**config.mk**
```make
export PLATFORM = sky130hd
export DESIGN_NAME = csr_seq_ctrl_flat
export DESIGN_NICKNAME = d
export VERILOG_FILES = /design/src/rtl/csr_pkg.sv /design/src/rtl/csr_seq_ctrl_if.sv /design/src/rtl/csr_regfile.sv /design/src/rtl/csr_seq_ctrl.sv /design/src/flat_wrapper.sv
export SDC_FILE = /design/constraint.sdc
export NUM_CORES = 1
export LEC_CHECK = 0
export ABC_AREA = 1
export CAP_MARGIN = 15
export CORE_ASPECT_RATIO = 0.6
export CORE_MARGIN = 8
export CORE_UTILIZATION = 44
export CTS_CLUSTER_DIAMETER = 120
export CTS_CLUSTER_SIZE = 16
export DETAILED_ROUTE_END_ITERATION = 8
export HOLD_SLACK_MARGIN = 0.1
export MAX_ROUTING_LAYER = met4
export PLACE_DENSITY_LB_ADDON = 0.08
export SETUP_SLACK_MARGIN = 0.05
export SLEW_MARGIN = 10
export SYNTH_ARGS = -nofsm -noshare
export SYNTH_HDL_FRONTEND = slang
export SYNTH_SLANG_ARGS = --single-unit
```
**constraint.sdc**
```tcl
create_clock -name clock -period 8.2 [get_ports clock]
set_input_delay 2.46 -clock clock [delete_from_list [all_inputs] [get_ports clock]]
set_output_delay 2.46 -clock clock [all_outputs]
set_load 0.02 [all_outputs]
```
**src/rtl/csr_pkg.sv**
```systemverilog
// Shared constants for the machine-mode CSR sequencer: address map, op codes,
// FSM states and mstatus field layout.
package csr_pkg;

  localparam int OP_W   = 3;
  localparam int ADDR_W = 12;

  localparam logic [ADDR_W-1:0] ADDR_MSTATUS = 12'h300;
  localparam logic [ADDR_W-1:0] ADDR_MTVEC   = 12'h305;
  localparam logic [ADDR_W-1:0] ADDR_MEPC    = 12'h341;
  localparam logic [ADDR_W-1:0] ADDR_MCAUSE  = 12'h342;

  localparam logic [OP_W-1:0] OP_CSRRW = 3'd0;
  localparam logic [OP_W-1:0] OP_CSRRS = 3'd1;
  localparam logic [OP_W-1:0] OP_CSRRC = 3'd2;
  localparam logic [OP_W-1:0] OP_ECALL = 3'd3;
  localparam logic [OP_W-1:0] OP_MRET  = 3'd4;

  localparam logic [1:0] IDX_MSTATUS = 2'd0;
  localparam logic [1:0] IDX_MTVEC   = 2'd1;
  localparam logic [1:0] IDX_MEPC    = 2'd2;
  localparam logic [1:0] IDX_MCAUSE  = 2'd3;

  typedef enum logic [2:0] {
    S_IDLE,
    S_ACCESS,
    S_SAVE_EPC,
    S_SAVE_CAUSE,
    S_SAVE_STATUS,
    S_RESTORE,
    S_RESP
  } state_e;

  localparam int MSTATUS_MIE  = 3;
  localparam int MSTATUS_MPIE = 7;

  localparam logic [31:0] MSTATUS_WMASK   = 32'h0000_0088;
  localparam logic [31:0] MSTATUS_MPP     = 32'h0000_1800;
  localparam logic [31:0] MSTATUS_RST_DEF = 32'h0000_1800;
  localparam logic [31:0] ECALL_CAUSE_DEF = 32'd11;

  // Returns {hit, index}; hit=0 for any unmapped address.
  function automatic logic [2:0] decode_addr(input logic [ADDR_W-1:0] addr);
    case (addr)
      ADDR_MSTATUS: return {1'b1, IDX_MSTATUS};
      ADDR_MTVEC:   return {1'b1, IDX_MTVEC};
      ADDR_MEPC:    return {1'b1, IDX_MEPC};
      ADDR_MCAUSE:  return {1'b1, IDX_MCAUSE};
      default:      return 3'b000;
    endcase
  endfunction

endpackage

```
**src/rtl/csr_seq_ctrl_if.sv**
```systemverilog
// Request/response/redirect bundle between the core (master) and the CSR
// sequencer (slave).
interface csr_seq_ctrl_if
  import csr_pkg::*;
#(
  parameter int XLEN = 32
);
  logic              req_valid;
  logic              req_ready;
  logic [OP_W-1:0]   req_op;
  logic [ADDR_W-1:0] req_addr;
  logic [XLEN-1:0]   req_wdata;
  logic [XLEN-1:0]   req_pc;
  logic              resp_valid;
  logic              resp_ready;
  logic [XLEN-1:0]   resp_rdata;
  logic              resp_illegal;
  logic              redirect_valid;
  logic [XLEN-1:0]   redirect_pc;

  modport master (
    output req_valid, req_op, req_addr, req_wdata, req_pc, resp_ready,
    input  req_ready, resp_valid, resp_rdata, resp_illegal, redirect_valid, redirect_pc
  );

  modport slave (
    input  req_valid, req_op, req_addr, req_wdata, req_pc, resp_ready,
    output req_ready, resp_valid, resp_rdata, resp_illegal, redirect_valid, redirect_pc
  );
endinterface

```
**src/rtl/csr_regfile.sv**
```systemverilog
// mstatus/mtvec/mepc/mcause storage behind a single write port; WARL masking
// is applied on the way in so the stored value is always the readable value.
module csr_regfile
  import csr_pkg::*;
#(
  parameter int              XLEN        = 32,
  parameter logic [XLEN-1:0] MSTATUS_RST = XLEN'(MSTATUS_RST_DEF)
) (
  input  logic            clock,
  input  logic            reset,
  input  logic            we,
  input  logic [1:0]      idx,
  input  logic [XLEN-1:0] wdata,
  output logic [XLEN-1:0] mstatus,
  output logic [XLEN-1:0] mtvec,
  output logic [XLEN-1:0] mepc,
  output logic [XLEN-1:0] mcause
);

  always_ff @(posedge clock or posedge reset) begin
    if (reset) begin
      mstatus <= MSTATUS_RST;
      mtvec   <= '0;
      mepc    <= '0;
      mcause  <= '0;
    end else if (we) begin
      case (idx)
        IDX_MSTATUS: mstatus <= (wdata & XLEN'(MSTATUS_WMASK)) | XLEN'(MSTATUS_MPP);
        IDX_MTVEC:   mtvec   <= {wdata[XLEN-1:2], 2'b00};
        IDX_MEPC:    mepc    <= {wdata[XLEN-1:2], 2'b00};
        default:     mcause  <= wdata;
      endcase
    end
  end

endmodule

```
**src/rtl/csr_seq_ctrl.sv**
```systemverilog
// Machine-mode CSR sequencer: serialises CSR ops, ecall trap entry and mret
// onto one register-file write port, one write per cycle.
//
//   state        | meaning
//   S_IDLE       | ready for a request
//   S_ACCESS     | CSRRW/S/C read-old + write
//   S_SAVE_EPC   | ecall: mepc <= pc
//   S_SAVE_CAUSE | ecall: mcause <= ECALL_CAUSE
//   S_SAVE_STATUS| ecall: MPIE <= MIE, MIE <= 0
//   S_RESTORE    | mret: MIE <= MPIE, MPIE <= 1
//   S_RESP       | response held until resp_ready
module csr_seq_ctrl
  import csr_pkg::*;
#(
  parameter int              XLEN        = 32,
  parameter logic [XLEN-1:0] ECALL_CAUSE = XLEN'(ECALL_CAUSE_DEF),
  parameter logic [XLEN-1:0] MSTATUS_RST = XLEN'(MSTATUS_RST_DEF)
) (
  input  logic            clock,
  input  logic            reset,
  csr_seq_ctrl_if.slave   bus,
  output logic [XLEN-1:0] csr_0,
  output logic [XLEN-1:0] csr_1,
  output logic [XLEN-1:0] csr_2,
  output logic [XLEN-1:0] csr_3
);

  state_e          state_q, state_d;
  logic [OP_W-1:0] op_q;
  logic [1:0]      idx_q;
  logic [XLEN-1:0] wdata_q;
  logic [XLEN-1:0] pc_q;
  logic [XLEN-1:0] rdata_q;
  logic            illegal_q;

  logic            accept;
  logic [2:0]      dec;
  logic            dec_illegal;
  logic [XLEN-1:0] old_val;
  logic            we;
  logic [1:0]      widx;
  logic [XLEN-1:0] wval;

  csr_regfile #(
    .XLEN        (XLEN),
    .MSTATUS_RST (MSTATUS_RST)
  ) u_regfile (
    .clock   (clock),
    .reset   (reset),
    .we      (we),
    .idx     (widx),
    .wdata   (wval),
    .mstatus (csr_0),
    .mtvec   (csr_1),
    .mepc    (csr_2),
    .mcause  (csr_3)
  );

  assign accept      = (state_q == S_IDLE) && bus.req_valid;
  assign dec         = decode_addr(bus.req_addr);
  assign dec_illegal = (bus.req_op > OP_MRET) || ((bus.req_op <= OP_CSRRC) && !dec[2]);

  always_comb begin
    case (idx_q)
      IDX_MSTATUS: old_val = csr_0;
      IDX_MTVEC:   old_val = csr_1;
      IDX_MEPC:    old_val = csr_2;
      default:     old_val = csr_3;
    endcase
  end

  always_ff @(posedge clock or posedge reset) begin
    if (reset) begin
      state_q   <= S_IDLE;
      op_q      <= '0;
      idx_q     <= '0;
      wdata_q   <= '0;
      pc_q      <= '0;
      rdata_q   <= '0;
      illegal_q <= 1'b0;
    end else begin
      state_q <= state_d;
      if (accept) begin
        op_q      <= bus.req_op;
        idx_q     <= dec[1:0];
        wdata_q   <= bus.req_wdata;
        pc_q      <= bus.req_pc;
        rdata_q   <= '0;
        illegal_q <= dec_illegal;
      end else if (state_q == S_ACCESS) begin
        rdata_q <= old_val;
      end
    end
  end

  always_comb begin
    state_d = state_q;
    we      = 1'b0;
    widx    = idx_q;
    wval    = wdata_q;
    case (state_q)
      S_IDLE: begin
        if (bus.req_valid) begin
          if (dec_illegal)                state_d = S_RESP;
          else if (bus.req_op == OP_ECALL) state_d = S_SAVE_EPC;
          else if (bus.req_op == OP_MRET)  state_d = S_RESTORE;
          else                             state_d = S_ACCESS;
        end
      end
      S_ACCESS: begin
        // Set/clear with a zero mask must not write (side-effect-free read).
        case (op_q)
          OP_CSRRW: we = 1'b1;
          OP_CSRRS: begin we = |wdata_q; wval = old_val | wdata_q;  end
          default:  begin we = |wdata_q; wval = old_val & ~wdata_q; end
        endcase
        state_d = S_RESP;
      end
      S_SAVE_EPC: begin
        we      = 1'b1;
        widx    = IDX_MEPC;
        wval    = {pc_q[XLEN-1:2], 2'b00};
        state_d = S_SAVE_CAUSE;
      end
      S_SAVE_CAUSE: begin
        we      = 1'b1;
        widx    = IDX_MCAUSE;
        wval    = ECALL_CAUSE;
        state_d = S_SAVE_STATUS;
      end
      S_SAVE_STATUS: begin
        we                 = 1'b1;
        widx               = IDX_MSTATUS;
        wval               = csr_0;
        wval[MSTATUS_MPIE] = csr_0[MSTATUS_MIE];
        wval[MSTATUS_MIE]  = 1'b0;
        state_d            = S_RESP;
      end
      S_RESTORE: begin
        we                 = 1'b1;
        widx               = IDX_MSTATUS;
        wval               = csr_0;
        wval[MSTATUS_MIE]  = csr_0[MSTATUS_MPIE];
        wval[MSTATUS_MPIE] = 1'b1;
        state_d            = S_RESP;
      end
      S_RESP: begin
        if (bus.resp_ready) state_d = S_IDLE;
      end
      default: state_d = S_IDLE;
    endcase
  end

  // Redirect target is read live in RESP so it reflects every completed write.
  assign bus.req_ready      = (state_q == S_IDLE);
  assign bus.resp_valid     = (state_q == S_RESP);
  assign bus.resp_rdata     = bus.resp_valid ? rdata_q : '0;
  assign bus.resp_illegal   = bus.resp_valid && illegal_q;
  assign bus.redirect_valid = bus.resp_valid && !illegal_q && ((op_q == OP_ECALL) || (op_q == OP_MRET));
  assign bus.redirect_pc    = !bus.redirect_valid ? '0 : (op_q == OP_ECALL) ? csr_1 : csr_2;

endmodule

```
**src/flat_wrapper.sv**
```systemverilog
// flat-port wrapper written by rule: the top's interface ports become plain ports
module csr_seq_ctrl_flat import csr_pkg::*;
#(
  parameter int              XLEN        = 32,
  parameter logic [XLEN-1:0] ECALL_CAUSE = XLEN'(ECALL_CAUSE_DEF),
  parameter logic [XLEN-1:0] MSTATUS_RST = XLEN'(MSTATUS_RST_DEF)
)
  (clock, reset, csr_0, csr_1, csr_2, csr_3, bus_req_valid, bus_req_op, bus_req_addr, bus_req_wdata, bus_req_pc, bus_resp_ready, bus_req_ready, bus_resp_valid, bus_resp_rdata, bus_resp_illegal, bus_redirect_valid, bus_redirect_pc);
  csr_seq_ctrl_if #(.XLEN(XLEN)) bus_i ();
  input  logic clock;
  input  logic reset;
  output logic [XLEN-1:0] csr_0;
  output logic [XLEN-1:0] csr_1;
  output logic [XLEN-1:0] csr_2;
  output logic [XLEN-1:0] csr_3;
  input wire logic [$bits(bus_i.req_valid)-1:0] bus_req_valid;
  input wire logic [$bits(bus_i.req_op)-1:0] bus_req_op;
  input wire logic [$bits(bus_i.req_addr)-1:0] bus_req_addr;
  input wire logic [$bits(bus_i.req_wdata)-1:0] bus_req_wdata;
  input wire logic [$bits(bus_i.req_pc)-1:0] bus_req_pc;
  input wire logic [$bits(bus_i.resp_ready)-1:0] bus_resp_ready;
  output wire logic [$bits(bus_i.req_ready)-1:0] bus_req_ready;
  output wire logic [$bits(bus_i.resp_valid)-1:0] bus_resp_valid;
  output wire logic [$bits(bus_i.resp_rdata)-1:0] bus_resp_rdata;
  output wire logic [$bits(bus_i.resp_illegal)-1:0] bus_resp_illegal;
  output wire logic [$bits(bus_i.redirect_valid)-1:0] bus_redirect_valid;
  output wire logic [$bits(bus_i.redirect_pc)-1:0] bus_redirect_pc;
  assign bus_i.req_valid = bus_req_valid;
  assign bus_i.req_op = bus_req_op;
  assign bus_i.req_addr = bus_req_addr;
  assign bus_i.req_wdata = bus_req_wdata;
  assign bus_i.req_pc = bus_req_pc;
  assign bus_i.resp_ready = bus_resp_ready;
  assign bus_req_ready = bus_i.req_ready;
  assign bus_resp_valid = bus_i.resp_valid;
  assign bus_resp_rdata = bus_i.resp_rdata;
  assign bus_resp_illegal = bus_i.resp_illegal;
  assign bus_redirect_valid = bus_i.redirect_valid;
  assign bus_redirect_pc = bus_i.redirect_pc;
  csr_seq_ctrl #(.XLEN(XLEN), .ECALL_CAUSE(ECALL_CAUSE), .MSTATUS_RST(MSTATUS_RST)) u_core (.clock(clock), .reset(reset), .bus(bus_i), .csr_0(csr_0), .csr_1(csr_1), .csr_2(csr_2), .csr_3(csr_3));
endmodule
```
==> reports/results.tsv <==
stage	metric	value	unit
yosys	yosysWarnings	0	
die	placementRows	43	
yosys	yosys.cell_count.top_type	nand2_1	
worst_setup_path	path_class	reg2out	
global_route	antenna_found_initial	0	
timing	clock_skew	10.0	ps
min_path	hp-class	reg2reg	
placed_design	dp.cells	1902	
die	dieHeight	133	µm
yosys	postSynthRegisterBits	197	
yosys	synth.distinct_cells	29	
placed_design	place.gp.congestion	0.850	
yosys	synth-edff-count	0	
clock_tree	cts.sinks	197	
clock_tree	cts_resized	0	
route	first_pass_iters	5	
clock_tree	cts_setup_buffers	0	
yosys	yosysTopAreaCell	dfrtp_1	
timing	setup_tns	0	ps
yosys	synth_top_flop_cell	dfrtp_1	
route	totalWireLength	37.3	mm
timing	finalMaxSlewViolations	0	
clock_tree	root_buffer	clkbuf_16	
placed_design	dpl.hpwl	24.6	mm
clock_tree	h-tree-depth	4	
die	die_area	28100	µm²
route	viasPerCell	5.16	
worst_setup_path	cp.required	5740	ps
timing	post-route-min-period	5510	ps
worst_setup_path	cp_max_fo	35	
route	wl_met1	17.5	mm
worst_setup_path	critPathMaxStageDelay	670	ps
route	vias	9978	
job	maxCapViolations	0	
clock_tree	clkLatencyLatePin	440	ps
yosys	async_flop_share	1.00	
timing	setup_violations	0	
cells_and_area	drive_above_1_share	0.0451	
timing	rsz0062_at_grt	false	
global_route	grt_use_total	0.269	
timing	timing.fmax	181	MHz
yosys	synth_top_area_frac	0.489	
worst_setup_path	worstPathCellList	nand2_1 -> nor2_1 -> inv_2 -> nor3_2 -> inv_1 -> buf_4 -> a21oi_1 -> clkdlybuf4s50_1	
worst_setup_path	endpoint_kind	output pin	
timing	max_slew.worst_pin.slew	1110	ps
cells_and_area	n_antenna_cell	0	
route	dr_wl_met2	16.2	mm
cells_and_area	final_nets	1689	
route	routed.top_layer	met4	
yosys	yosysSeqAreaShare	0.489	
placed_design	port_buffers	240	
timing	hold_violations	0	
route	ant_nets	0	
yosys	synth_commonest_cells	nand2_1 (681), dfrtp_1 (197), inv_1 (83), nor2_1 (79), o21ai_0 (73)	
die	initial_core_util	0.442	
route	drc	0	
power	power.leakage	0.00623	µW
yosys	avgSynthCellArea	7.20	µm²
power	powerDensity	354	nW/µm²
clock_tree	path_clk_slew	70	ps
timing	fin_crit_sh	0.672	
cells_and_area	instances_no_fill	1934	
status	status	complete, no violations	
clock_tree	cts_buffer_depth	2	
timing	holdWs	476	ps
clock_tree	cts_tree	yes	
die	fp.dieW	211	µm
yosys	netlist_area	10100	µm²
timing	max-slew-margin-rel	0.258	
clock_tree	postCtsHoldBufs	0	
power	ir_worst_vdd	0.000246	V
worst_setup_path	cp.arrival	3050	ps
die	ioPinCount	279	
route	wl_met3	3.15	mm
route	avgRoutedWirePerCell	19.3	µm
global_route	grt_max_degree	136	
worst_setup_path	cp-start-kind	flip-flop	
route	drtIter0Drc	896	
yosys	ys_top_cells_by_area	dfrtp_1 (49%), nand2_1 (25%), o21ai_0 (3.6%), inv_1 (3.1%), buf_4 (3.0%)	
clock_tree	cts_made_buffers	17	
yosys	netlist_instances	1399	
cells_and_area	areaGrowthSynthToFinish	31.2	%
global_route	first_global_vias	9463	
die	design.core.area	22800	µm²
global_route	grt_first_pass_wirelength	56.9	mm
worst_setup_path	crit_slowest_cell	clkdlybuf4s50_1	
global_route	gr-total-overflow	0	
==> cell usage in the layout (no fill, tap or decap), types with 2 or more instances in the layout <==
cell             Yosys  routed
nor2_1              79      76
nand2_1            681     681
nor3_2               1       2
buf_4               40      18
clkbuf_16            0      17
bufinv_16            0       4
nor3_1               4       3
nor2_2               5       4
o21ai_2              2       2
nand3_1             57      57
conb_1               2      36
inv_1               83      82
o211ai_1            21      21
clkinv_4             0       3
clkdlybuf4s50_1      0     240
inv_2                8       8
o22ai_1              2       2
nor2_4               0       4
o21ai_0             73      73
a21oi_1             38      38
clkinv_1             2       2
clkinv_2             0       3
nand4_1             31      31
clkbuf_1            30       2
dfrtp_1            197     197
==> report_power, final <==
group	switching (µW)	internal, µW	total (µW)
clock network	382	520	902
registers	301	1330	1630
logic	1430	709	2140
==> state kept, by name, summed over array words and instances (netlist names) <==
signal and cells:
u_core.op_q 3, u_core.u_regfile.mcause 32, u_core.rdata_q 32, u_core.state_q 3
u_core.u_regfile.mepc 30, u_core.u_regfile.mtvec 30, u_core.pc_q 30, u_core.u_regfile.mstatus 2
u_core.wdata_q 32, u_core.illegal_q 1, u_core.idx_q 2
==> logic make-up after synthesis <==
kind of cell / share of synthesized area
buffers and inverters: 0.0925
other: 0.000746
AO/OA/AOI/OAI: 0.0768
flip-flops: 0.489
AND/OR/NAND/NOR: 0.340
==> per-stage QoR <==
| stage | cell area (µm²) | worst slack (ps) | util | power, µW |
|---|---|---|---|---|
| 2_1_floorplan | 10200 | 371 | - | 2800 |
| 3_3_place_gp | 12600 | 3160 | 0.552 | 3720 |
| 3_5_place_dp | 12600 | 3130 | 0.552 | 3760 |
| 4_1_cts | 13200 | 2660 | 0.579 | 4670 |
| 5_1_grt | 13200 | 2510 | 0.579 | 4950 |
| 6_report | 13200 | 2690 | 0.579 | 4670 |
==> critical path: cells and delay by family (launching register included) <==
kind	cells	cell delay [ps]
buf+inv	4	1360
simple gates	3	570
flops	1	400
compound gates	1	270
==> routing by layer <==
layer / global-route usage / vias to the layer above
li1: - / 4728
met4: 0.0650 / 0
met2: 0.386 / 410
met1: 0.383 / 4795
met5: - / -
met3: 0.0563 / 45
==> path summary, 6_finish.rpt <==
check | from | endpoint | slack, ps | cells past startpoint
max | u_core.state_q[1] | bus_redirect_pc[31] | 2690 | 8
max reg2reg | u_core.op_q[2] | u_core.u_regfile.mcause[10] | 5260 | 10
min reg2reg | u_core.pc_q[6] | u_core.pc_q[6] | 480 | 2
min | u_core.pc_q[6] | u_core.pc_q[6] | 480 | 2
max in group asynchronous | reset | u_core.state_q[1] | 4120 | 3
min in group asynchronous | reset | u_core.rdata_q[1] | 2640 | 2
==> cell type report <==
type	instances	area, µm²
fillers	2231	9600
flip-flops and latches	197	4930
clock inverters	12	178
inverters	93	357
clock buffers	20	447
well taps	315	394
repair buffers	258	2540
multi-input cells	1039	4370
Note: power is estimated with default switching activity, not from simulation.
